[src/rtl/strong_more_pkg.sv]
`default_nettype none
// +----------------------------------------------------------------------+
// | Module   : strong_more_pkg                                           |
// | Brief    : Shared width constants and compare-result type.           |
// | Revision : 1.0                                                       |
// +----------------------------------------------------------------------+
package strong_more_pkg;

  localparam int CMP_W = 4;
  localparam int CNT_W = 8;

  typedef enum logic [1:0] {
    CMP_LT = 2'd0,
    CMP_EQ = 2'd1,
    CMP_GT = 2'd2
  } cmp_t;

endpackage : strong_more_pkg
`default_nettype wire

[src/rtl/strong_more_if.sv]
`default_nettype none
// +----------------------------------------------------------------------+
// | Module   : strong_more_if                                            |
// | Brief    : Operand bits and compare/status outputs of strong_more.   |
// | Revision : 1.0                                                       |
// +----------------------------------------------------------------------+
interface strong_more_if;
  import strong_more_pkg::*;

  logic             a0, a1, a2, a3;
  logic             b0, b1, b2, b3;
  logic             y;
  logic             gt_q;
  logic             eq_q;
  logic             lt_q;
  logic [CNT_W-1:0] gt_cnt;

  modport master (
    output a0, a1, a2, a3, b0, b1, b2, b3,
    input  y, gt_q, eq_q, lt_q, gt_cnt
  );

  modport slave (
    input  a0, a1, a2, a3, b0, b1, b2, b3,
    output y, gt_q, eq_q, lt_q, gt_cnt
  );

endinterface : strong_more_if
`default_nettype wire

[src/rtl/strong_more_cell.sv]
`default_nettype none
// +----------------------------------------------------------------------+
// | Module   : strong_more_cell                                          |
// | Brief    : One bit stage of the MSB-first magnitude compare cascade. |
// | Revision : 1.0                                                       |
// +----------------------------------------------------------------------+
module strong_more_cell
  import strong_more_pkg::*;
(
  input  wire logic a_bit,
  input  wire logic b_bit,
  input  wire cmp_t cmp_in,
  output cmp_t      cmp_out
);

  // A more significant stage that already decided wins outright.
  always_comb begin
    cmp_out = cmp_in;
    if (cmp_in == CMP_EQ) begin
      if (a_bit && !b_bit) begin
        cmp_out = CMP_GT;
      end else if (!a_bit && b_bit) begin
        cmp_out = CMP_LT;
      end
    end
  end

endmodule : strong_more_cell
`default_nettype wire

[src/rtl/strong_more.sv]
`default_nettype none
// +----------------------------------------------------------------------+
// | Module   : strong_more                                               |
// | Brief    : 4-bit A > B comparator with registered GT/EQ/LT flags and |
// |            a saturating "greater" cycle counter.                     |
// |            Define STRONG_MORE_SIGNED_EN for two's complement operands.|
// | Revision : 1.0                                                       |
// +----------------------------------------------------------------------+
module strong_more
  import strong_more_pkg::*;
(
  input  wire logic    clk,
  input  wire logic    reset,
  strong_more_if.slave bus
);

  logic [CMP_W-1:0] a_vec;
  logic [CMP_W-1:0] b_vec;
  cmp_t             chain [0:CMP_W];
  cmp_t             result;

  assign a_vec = {bus.a3, bus.a2, bus.a1, bus.a0};
  assign b_vec = {bus.b3, bus.b2, bus.b1, bus.b0};

  assign chain[CMP_W] = CMP_EQ;

  for (genvar i = 0; i < CMP_W; i++) begin : g_cell
    strong_more_cell u_cell (
      .a_bit   (a_vec[i]),
      .b_bit   (b_vec[i]),
      .cmp_in  (chain[i+1]),
      .cmp_out (chain[i])
    );
  end

`ifdef STRONG_MORE_SIGNED_EN
  // Differing sign bits: the operand with the clear sign bit is larger.
  always_comb begin
    result = chain[0];
    if (a_vec[CMP_W-1] != b_vec[CMP_W-1]) begin
      result = b_vec[CMP_W-1] ? CMP_GT : CMP_LT;
    end
  end
`else
  always_comb begin
    result = chain[0];
  end
`endif

  assign bus.y = (result == CMP_GT);

  logic             gt_d, eq_d, lt_d;
  logic             gt_q, eq_q, lt_q;
  logic [CNT_W-1:0] gt_cnt_d, gt_cnt_q;

  always_comb begin
    gt_d     = (result == CMP_GT);
    eq_d     = (result == CMP_EQ);
    lt_d     = (result == CMP_LT);
    gt_cnt_d = gt_cnt_q;
    if (gt_d && (gt_cnt_q != {CNT_W{1'b1}})) begin
      gt_cnt_d = gt_cnt_q + 1'b1;
    end
  end

  always_ff @(posedge clk) begin
    if (reset) begin
      gt_q     <= 1'b0;
      eq_q     <= 1'b0;
      lt_q     <= 1'b0;
      gt_cnt_q <= '0;
    end else begin
      gt_q     <= gt_d;
      eq_q     <= eq_d;
      lt_q     <= lt_d;
      gt_cnt_q <= gt_cnt_d;
    end
  end

  assign bus.gt_q   = gt_q;
  assign bus.eq_q   = eq_q;
  assign bus.lt_q   = lt_q;
  assign bus.gt_cnt = gt_cnt_q;

endmodule : strong_more
`default_nettype wire

[src/flat_wrapper.sv]
// flat-port wrapper written by rule: the top's interface ports become plain ports
module strong_more_flat import strong_more_pkg::*;
  (clk, reset, bus_a0, bus_a1, bus_a2, bus_a3, bus_b0, bus_b1, bus_b2, bus_b3, bus_y, bus_gt_q, bus_eq_q, bus_lt_q, bus_gt_cnt);
  strong_more_if bus_i ();
  input  wire logic clk;
  input  wire logic reset;
  input wire logic [$bits(bus_i.a0)-1:0] bus_a0;
  input wire logic [$bits(bus_i.a1)-1:0] bus_a1;
  input wire logic [$bits(bus_i.a2)-1:0] bus_a2;
  input wire logic [$bits(bus_i.a3)-1:0] bus_a3;
  input wire logic [$bits(bus_i.b0)-1:0] bus_b0;
  input wire logic [$bits(bus_i.b1)-1:0] bus_b1;
  input wire logic [$bits(bus_i.b2)-1:0] bus_b2;
  input wire logic [$bits(bus_i.b3)-1:0] bus_b3;
  output wire logic [$bits(bus_i.y)-1:0] bus_y;
  output wire logic [$bits(bus_i.gt_q)-1:0] bus_gt_q;
  output wire logic [$bits(bus_i.eq_q)-1:0] bus_eq_q;
  output wire logic [$bits(bus_i.lt_q)-1:0] bus_lt_q;
  output wire logic [$bits(bus_i.gt_cnt)-1:0] bus_gt_cnt;
  assign bus_i.a0 = bus_a0;
  assign bus_i.a1 = bus_a1;
  assign bus_i.a2 = bus_a2;
  assign bus_i.a3 = bus_a3;
  assign bus_i.b0 = bus_b0;
  assign bus_i.b1 = bus_b1;
  assign bus_i.b2 = bus_b2;
  assign bus_i.b3 = bus_b3;
  assign bus_y = bus_i.y;
  assign bus_gt_q = bus_i.gt_q;
  assign bus_eq_q = bus_i.eq_q;
  assign bus_lt_q = bus_i.lt_q;
  assign bus_gt_cnt = bus_i.gt_cnt;
  strong_more u_core (.clk(clk), .reset(reset), .bus(bus_i));
endmodule
[config.mk]
export PLATFORM = sky130hd
export DESIGN_NAME = strong_more_flat
export DESIGN_NICKNAME = d
export VERILOG_FILES = /design/src/rtl/strong_more_pkg.sv /design/src/rtl/strong_more_if.sv /design/src/rtl/strong_more_cell.sv /design/src/rtl/strong_more.sv /design/src/flat_wrapper.sv
export SDC_FILE = /design/constraint.sdc
export NUM_CORES = 1
export LEC_CHECK = 0
export ABC_CLOCK_PERIOD_IN_PS = 5400
export BUFFER_PORTS_ARGS = -buffer_cell sky130_fd_sc_hd__buf_2
export CORE_MARGIN = 5
export CORE_UTILIZATION = 40
export CTS_BUF_LIST = sky130_fd_sc_hd__clkbuf_8
export CTS_CLUSTER_DIAMETER = 150
export DETAILED_ROUTE_END_ITERATION = 7
export PLACE_DENSITY = 0.66
export RECOVER_POWER = 25
export SYNTH_ARGS = -nofsm -noshare
export SYNTH_HDL_FRONTEND = slang
export SYNTH_SLANG_ARGS = --single-unit
[constraint.sdc]
create_clock -name clk -period 5.4 [get_ports clk]
set_input_delay 1.08 -clock clk [delete_from_list [all_inputs] [get_ports clk]]
set_output_delay 1.08 -clock clk [all_outputs]
set_load 0.02 [all_outputs]
==> results of run 1 <==
==> critical path, delay by kind of cell <==
| kind | cells | cell delay, ns |
|---|---|---|
| simple gates | 2 | 0.28 |
| mux | 1 | 0.40 |
| fa+ha+maj | 1 | 0.32 |
| buf+inv | 4 | 0.31 |
| compound gates | 1 | 0.07 |
==> logic make-up after synthesis <==
group	Yosys count	synth area share [%]
fa+ha+maj	2	4.21
flops	11	37.1
compound gates	16	18.5
buf+inv	7	4.63
simple gates	31	26.3
mux	3	6.31
xor+xnor	2	2.95
==> layout make-up <==
type | count | area, um2
inverters | 5 | 18.8
multi-input cells | 54 | 347
flip-flops and latches | 11 | 220
clock buffers | 3 | 41.3
well taps | 16 | 20.0
repair buffers | 21 | 98.8
clock inverters | 1 | 3.75
fillers | 148 | 704
==> power groups by stage <==
| stage | registers, mW | clock network (mW) | logic [mW] |
|---|---|---|---|
| 2_1_floorplan | 0.0940 | 0 | 0.0222 |
| 3_3_place_gp | 0.0894 | 0 | 0.0376 |
| 3_5_place_dp | 0.0896 | 0 | 0.0385 |
| 4_1_cts | 0.0881 | 0.0809 | 0.0386 |
| 5_1_grt | 0.0886 | 0.0865 | 0.0426 |
| 6_report | 0.0881 | 0.0793 | 0.0375 |
==> worst paths after layout <==
| path | from | endpoint | slack (ns) |
|---|---|---|---|
| worst min register to register | u_core.bus.gt_cnt[6]$_SDFFE_PP0P_ | u_core.bus.gt_cnt[6]$_SDFFE_PP0P_ | 0.50 |
| worst min-delay path | u_core.bus.gt_cnt[6]$_SDFFE_PP0P_ | u_core.bus.gt_cnt[6]$_SDFFE_PP0P_ | 0.50 |
| worst max register to register | u_core.bus.gt_cnt[0]$_SDFFE_PP0P_ | u_core.bus.gt_cnt[5]$_SDFFE_PP0P_ | 3.89 |
| worst max-delay path | bus_b3 | bus_y | 1.85 |
==> cell usage after synthesis <==
master and number:
o22ai_1 1, clkbuf_1 1, inv_1 4, nor2b_1 1, mux2_4 1, nand2b_1 3
o211a_1 1, nor4_1 1, dfxtp_1 11, o41ai_1 1, inv_2 1, or4_1 1
nor2_1 8, nand3b_1 1, a21oi_1 5, nor3_1 2, or3_1 3, nand3_1 2
xnor2_1 2, a211oi_1 2, nand2_1 6, nand4_1 3, o21ai_0 4, buf_2 1
ha_1 2, mux2_2 2, o21ba_2 1, a221oi_2 1
==> flip-flops by register name, summed over array words and instances, names as in the netlist <==
signal             cells
u_core.bus.lt_q        1
u_core.bus.gt_q        1
u_core.bus.gt_cnt      8
u_core.bus.eq_q        1
==> cell usage in the layout, fill, tap and decap left out <==
master    netlist  layout
or3_1           3       3
o41ai_1         1       1
ha_1            2       2
o21ai_0         4       4
mux2_4          1       1
nor4_1          1       1
nand3b_1        1       1
o21ba_2         1       1
nor2_1          8       8
clkbuf_8        0       3
a211oi_1        2       2
dfxtp_1        11      11
a21oi_1         5       5
nand3_1         2       2
nor3_1          2       2
o22ai_1         1       1
inv_1           4       5
o211a_1         1       1
xnor2_1         2       2
nand4_1         3       3
inv_2           1       1
nand2_1         6       6
nor2b_1         1       1
a221oi_2        1       1
mux2_2          2       2
or4_1           1       1
buf_2           1      16
nand2b_1        3       3
clkbuf_1        1       5
==> routing by layer <==
metal / GRT usage, % / share of wire, % / vias to the layer above
li1: - / - / 305
met2: 18.9 / 47 / 18
met1: 12.1 / 43 / 251
met5: 0 / 0 / -
met3: 3.07 / 6.5 / 5
met4: 8.07 / 3.4 / 0
==> flow_summary.yaml, run 1 <==
final_layout:
  final_nets: 108
  diodes: 0
  postLayoutCoreUtil_pct: 51.5
  design_area_um2: 749
  layoutNonFillerInstCount: 111
  layout-drive-gt1-share_pct: 26.3
  area_delta_synth_final_pct: 26.1
sta:
  period_minus_slack_ns: 3.55
  setup_tns_ns: 0
  rsz0062_at_grt: "no"
  slew_viol_final: 0
  timing.final.ws_setup_ns: 1.85
  fin_skew_ns: 0.00179
  max_slew_margin_pct: 81.0
  hold_ws_ns: 0.499
  fmax_mhz: 282
  setup_violations: 0
  hold_viol: 0
  worst_pin_slew_ns: 0.281
  period_share_pct: 65.8
grt:
  grt_max_degree: 17
  grt_pass1_wl_mm: 2.15
  grtUsageTotal_pct: 11.3
  antenna_found_initial: 0
  grt_overflow: 0
  grt_pass1_vias: 513
synthesis:
  netlist_instances: 72
  yosys.area.top_type: "dfxtp_1"
  synth_cell_type_count: 28
  synth_area_leaders: "dfxtp_1 37%, nor2_1 5.1%, a21oi_1 4.2%"
  syn_nets: 84
  ys_seq_elements: 11
  ys_warn_count: 0
  syn_area_um2: 594
  synth_top_area_share_pct: 37.1
  seq_area_frac_synth_pct: 37.1
  syn_avg_cell_area_um2: 8.25
power_and_ir_drop:
  comb_power_share_pct: 18.3
  swShare_pct: 26.6
  seqPwrFrac_pct: 43.0
  ir_drop_mv: 0.149
  leakage_nw: 0.317
  net-switching-power_mw: 0.0544
  p_total_mw: 0.205
  clock_power_share_pct: 38.7
  p_int_mw: 0.150
  p_per_area_nw_per_um2: 273
cts:
  htree_levels: 1
  cts_tree: "built"
  cts_buffers: 3
  post-cts-setup-buffers: 0
  cts_hold_buf: 0
  root_buffer: "clkbuf_8"
  clkTransAtPathRegs_ns: 0.05
  cts_buffer_depth: 2
  numClockSinks: 11
  clk_latency_ns: 0.23
  cts_resized: 0
outcome:
  status: "complete, no violations"
min_path:
  hold_class: "reg -> reg"
  holdPathStages: 1
floorplanning:
  die-width_um: 48.5
  coreArea_um2: 1450
  die_area_um2: 2360
  rows: 14
  start_util_pct: 40.9
  die_h_um: 48.5
  pin_count: 22
detailed_routing:
  wl_mm: 1.18
  drt_pass1_iterations: 3
  antenna_left: 0
  post_drt_via_cell_ratio: 5.22
  drc_errors: 0
  wl_per_cell_um: 10.6
  dr_total_vias: 579
  drt_iter0_markers: 5
critical_path:
  crit_fanout: 16
  slowest_stage: "mux2_4"
  critPathRequiredTime_ns: 4.32
  cp.arrival_ns: 2.47
  slowest_delay_ns: 0.40
  critPathLaunchType: "input pin"
  crit_chain: "buf_2, inv_1, ha_1, nand2_1, o22ai_1, nor2_1, mux2_4, inv_1, buf_2"
  worstSetupEndpointType: "output pin"
  crit_type: "in -> out"
  r2r_cells: 5
place:
  gp_congestion: 0.762
  dp_hpwl_um: 919
  pre_cts_ws_ns: 1.84
  placed_cells: 107
  dpl_cell_area_um2: 711
  io_buffers: 21
job:
  drv_cap: 0
(Power assumes the default switching activity.)
==> inputs of run 2 (changes only) <==
Settings changed: ABC_CLOCK_PERIOD_IN_PS 5400 to 2900, PLACE_DENSITY 0.66 to 0.69.
Clock period 5.4 ns to 2.9 ns, I/O delays scaled along.
==> run 2 against run 1 <==
Sequential power rose by 86%. Final cell count unchanged. Sequential cell count unchanged. Clock power increased by 88%. Worst hold slack better by 0.00085 ns. Clock skew is essentially flat. Via count is 1.4% lower. Global-route usage shrank 0.56 points. Die area unchanged. Wire length up 0.25%. Critical endpoint unchanged. Combinational power increased by 86%. Critical path depth stayed put.
==> flow_summary.yaml, run 2 (synthesis gave the netlist of run 1 again) <==
outcome:
  status: "complete, no violations"
sta:
  hold_viol: 0
  hold_ws_ns: 0.499
  slew_viol_final: 0
  fin_skew_ns: 0.00211
  worst_pin_slew_ns: 0.279
  setup_violations: 0
  max_slew_margin_pct: 81.1
  fmax_mhz: 393
  period_minus_slack_ns: 2.55
  period_share_pct: 87.8
  timing.final.ws_setup_ns: 0.352
  setup_tns_ns: 0
  rsz0062_at_grt: "no"
detailed_routing:
  antenna_left: 0
  post_drt_via_cell_ratio: 5.14
  wl_per_cell_um: 10.7
  drt_iter0_markers: 4
  drt_pass1_iterations: 3
  drc_errors: 0
  dr_total_vias: 571
  wl_mm: 1.19
job:
  drv_cap: 0
place:
  gp_congestion: 0.784
  io_buffers: 21
  placed_cells: 107
  pre_cts_ws_ns: 0.333
  dp_hpwl_um: 914
final_layout:
  largest_reg_flops: 8
  final_common_cell: "buf_2"
  diodes: 0
  final_cell_mix: "17 x buf_2, 11 x dfxtp_1, 8 x nor2_1"
  layout-drive-gt1-share_pct: 27.4
  final_nets: 108
  postLayoutCoreUtil_pct: 51.6
  layoutNonFillerInstCount: 111
  area_delta_synth_final_pct: 26.3
critical_path:
  critPathRequiredTime_ns: 2.32
  slowest_stage: "mux2_4"
  crit_fanout: 16
  crit_type: "in -> out"
  critPathLaunchType: "input pin"
  worstSetupEndpointType: "output pin"
  cp.arrival_ns: 1.97
  crit_chain: "buf_2, inv_1, ha_1, nand2_1, o22ai_1, nor2_1, mux2_4, inv_1, buf_2"
  slowest_delay_ns: 0.40
floorplanning:
  die_area_um2: 2360
  pin_count: 22
  die_h_um: 48.5
  coreArea_um2: 1450
  rows: 14
  start_util_pct: 40.9
  die-width_um: 48.5
grt:
  grtUsageTotal_pct: 10.8
  grt_pass1_vias: 525
  grt_max_degree: 17
  grt_pass1_wl_mm: 2.06
  antenna_found_initial: 0
  grt_overflow: 0
cts:
  numClockSinks: 11
  post-cts-setup-buffers: 0
  cts_buffers: 3
  cts_tree: "built"
  cts_buffer_depth: 2
  root_buffer: "clkbuf_8"
  cts_resized: 0
  clkTransAtPathRegs_ns: 0.05
  htree_levels: 1
  clk_latency_ns: 0.24
  cts_hold_buf: 0
power_and_ir_drop:
  p_per_area_nw_per_um2: 510
  leakage_nw: 0.322
  ir_drop_mv: 0.266
min_path:
  hold_class: "reg -> reg"
-- run 2: cell types whose count changed in the layout (fill, tap and decap cells not counted), sizes merged --
| cell | previous run | this run |
|---|---|---|
| buf | 16 | 17 |
| clkbuf | 8 | 7 |
-- run 2: final cells by class --
type,instances,area [um2]
Clock inverter,1,3.75
Sequential cell,11,220
Clock buffer,3,41.3
Tap cell,16,20.0
Multi-Input combinational cell,54,347
Inverter,5,18.8
Fill cell,147,703
Timing Repair Buffer,21,100
-- run 2: where the power goes --
group | internal, mW | total (mW) | switching, mW
sequential | 0.159 | 0.164 | 0.00566
clock | 0.0928 | 0.149 | 0.0559
combinational | 0.0289 | 0.0697 | 0.0408
total | 0.280 | 0.383 | 0.102
-- run 2: worst max-delay path: cells and delay by family --
kind | cells | cell delay [ns]
muxes | 1 | 0.40
adders and majority gates | 1 | 0.32
buffers and inverters | 4 | 0.31
and+or+nand+nor | 2 | 0.28
AOI/OAI and AO/OA | 1 | 0.07
-- run 2: metal layers --
| metal | GRT usage, % | wire, um | vias to the layer above |
|---|---|---|---|
| met2 | 17.2 | 527 | 17 |
| met4 | 9.42 | 44 | 0 |
| li1 | - | - | 305 |
| met5 | 0 | 0 | - |
| met1 | 12.5 | 536 | 244 |
| met3 | 1.23 | 76 | 5 |
-- run 2: worst paths after layout --
| check | start | endpoint | slack (ns) | depth (start not counted) |
|---|---|---|---|---|
| worst max-delay path | bus_b3 | bus_y | 0.35 | 9 |
| worst min-delay path | u_core.bus.gt_cnt[4]$_SDFFE_PP0P_ | u_core.bus.gt_cnt[4]$_SDFFE_PP0P_ | 0.50 | 2 |
| worst max register to register | u_core.bus.gt_cnt[0]$_SDFFE_PP0P_ | u_core.bus.gt_cnt[5]$_SDFFE_PP0P_ | 1.39 | 5 |
| worst min register to register | u_core.bus.gt_cnt[4]$_SDFFE_PP0P_ | u_core.bus.gt_cnt[4]$_SDFFE_PP0P_ | 0.50 | 2 |
-- run 2: metrics by stage --
stage	total power [mW]	cell area, um2
after floorplan	0.216	594
after global placement	0.237	711
after detailed placement	0.239	711
after CTS	0.391	756
after global routing	0.407	751
final	0.383	751
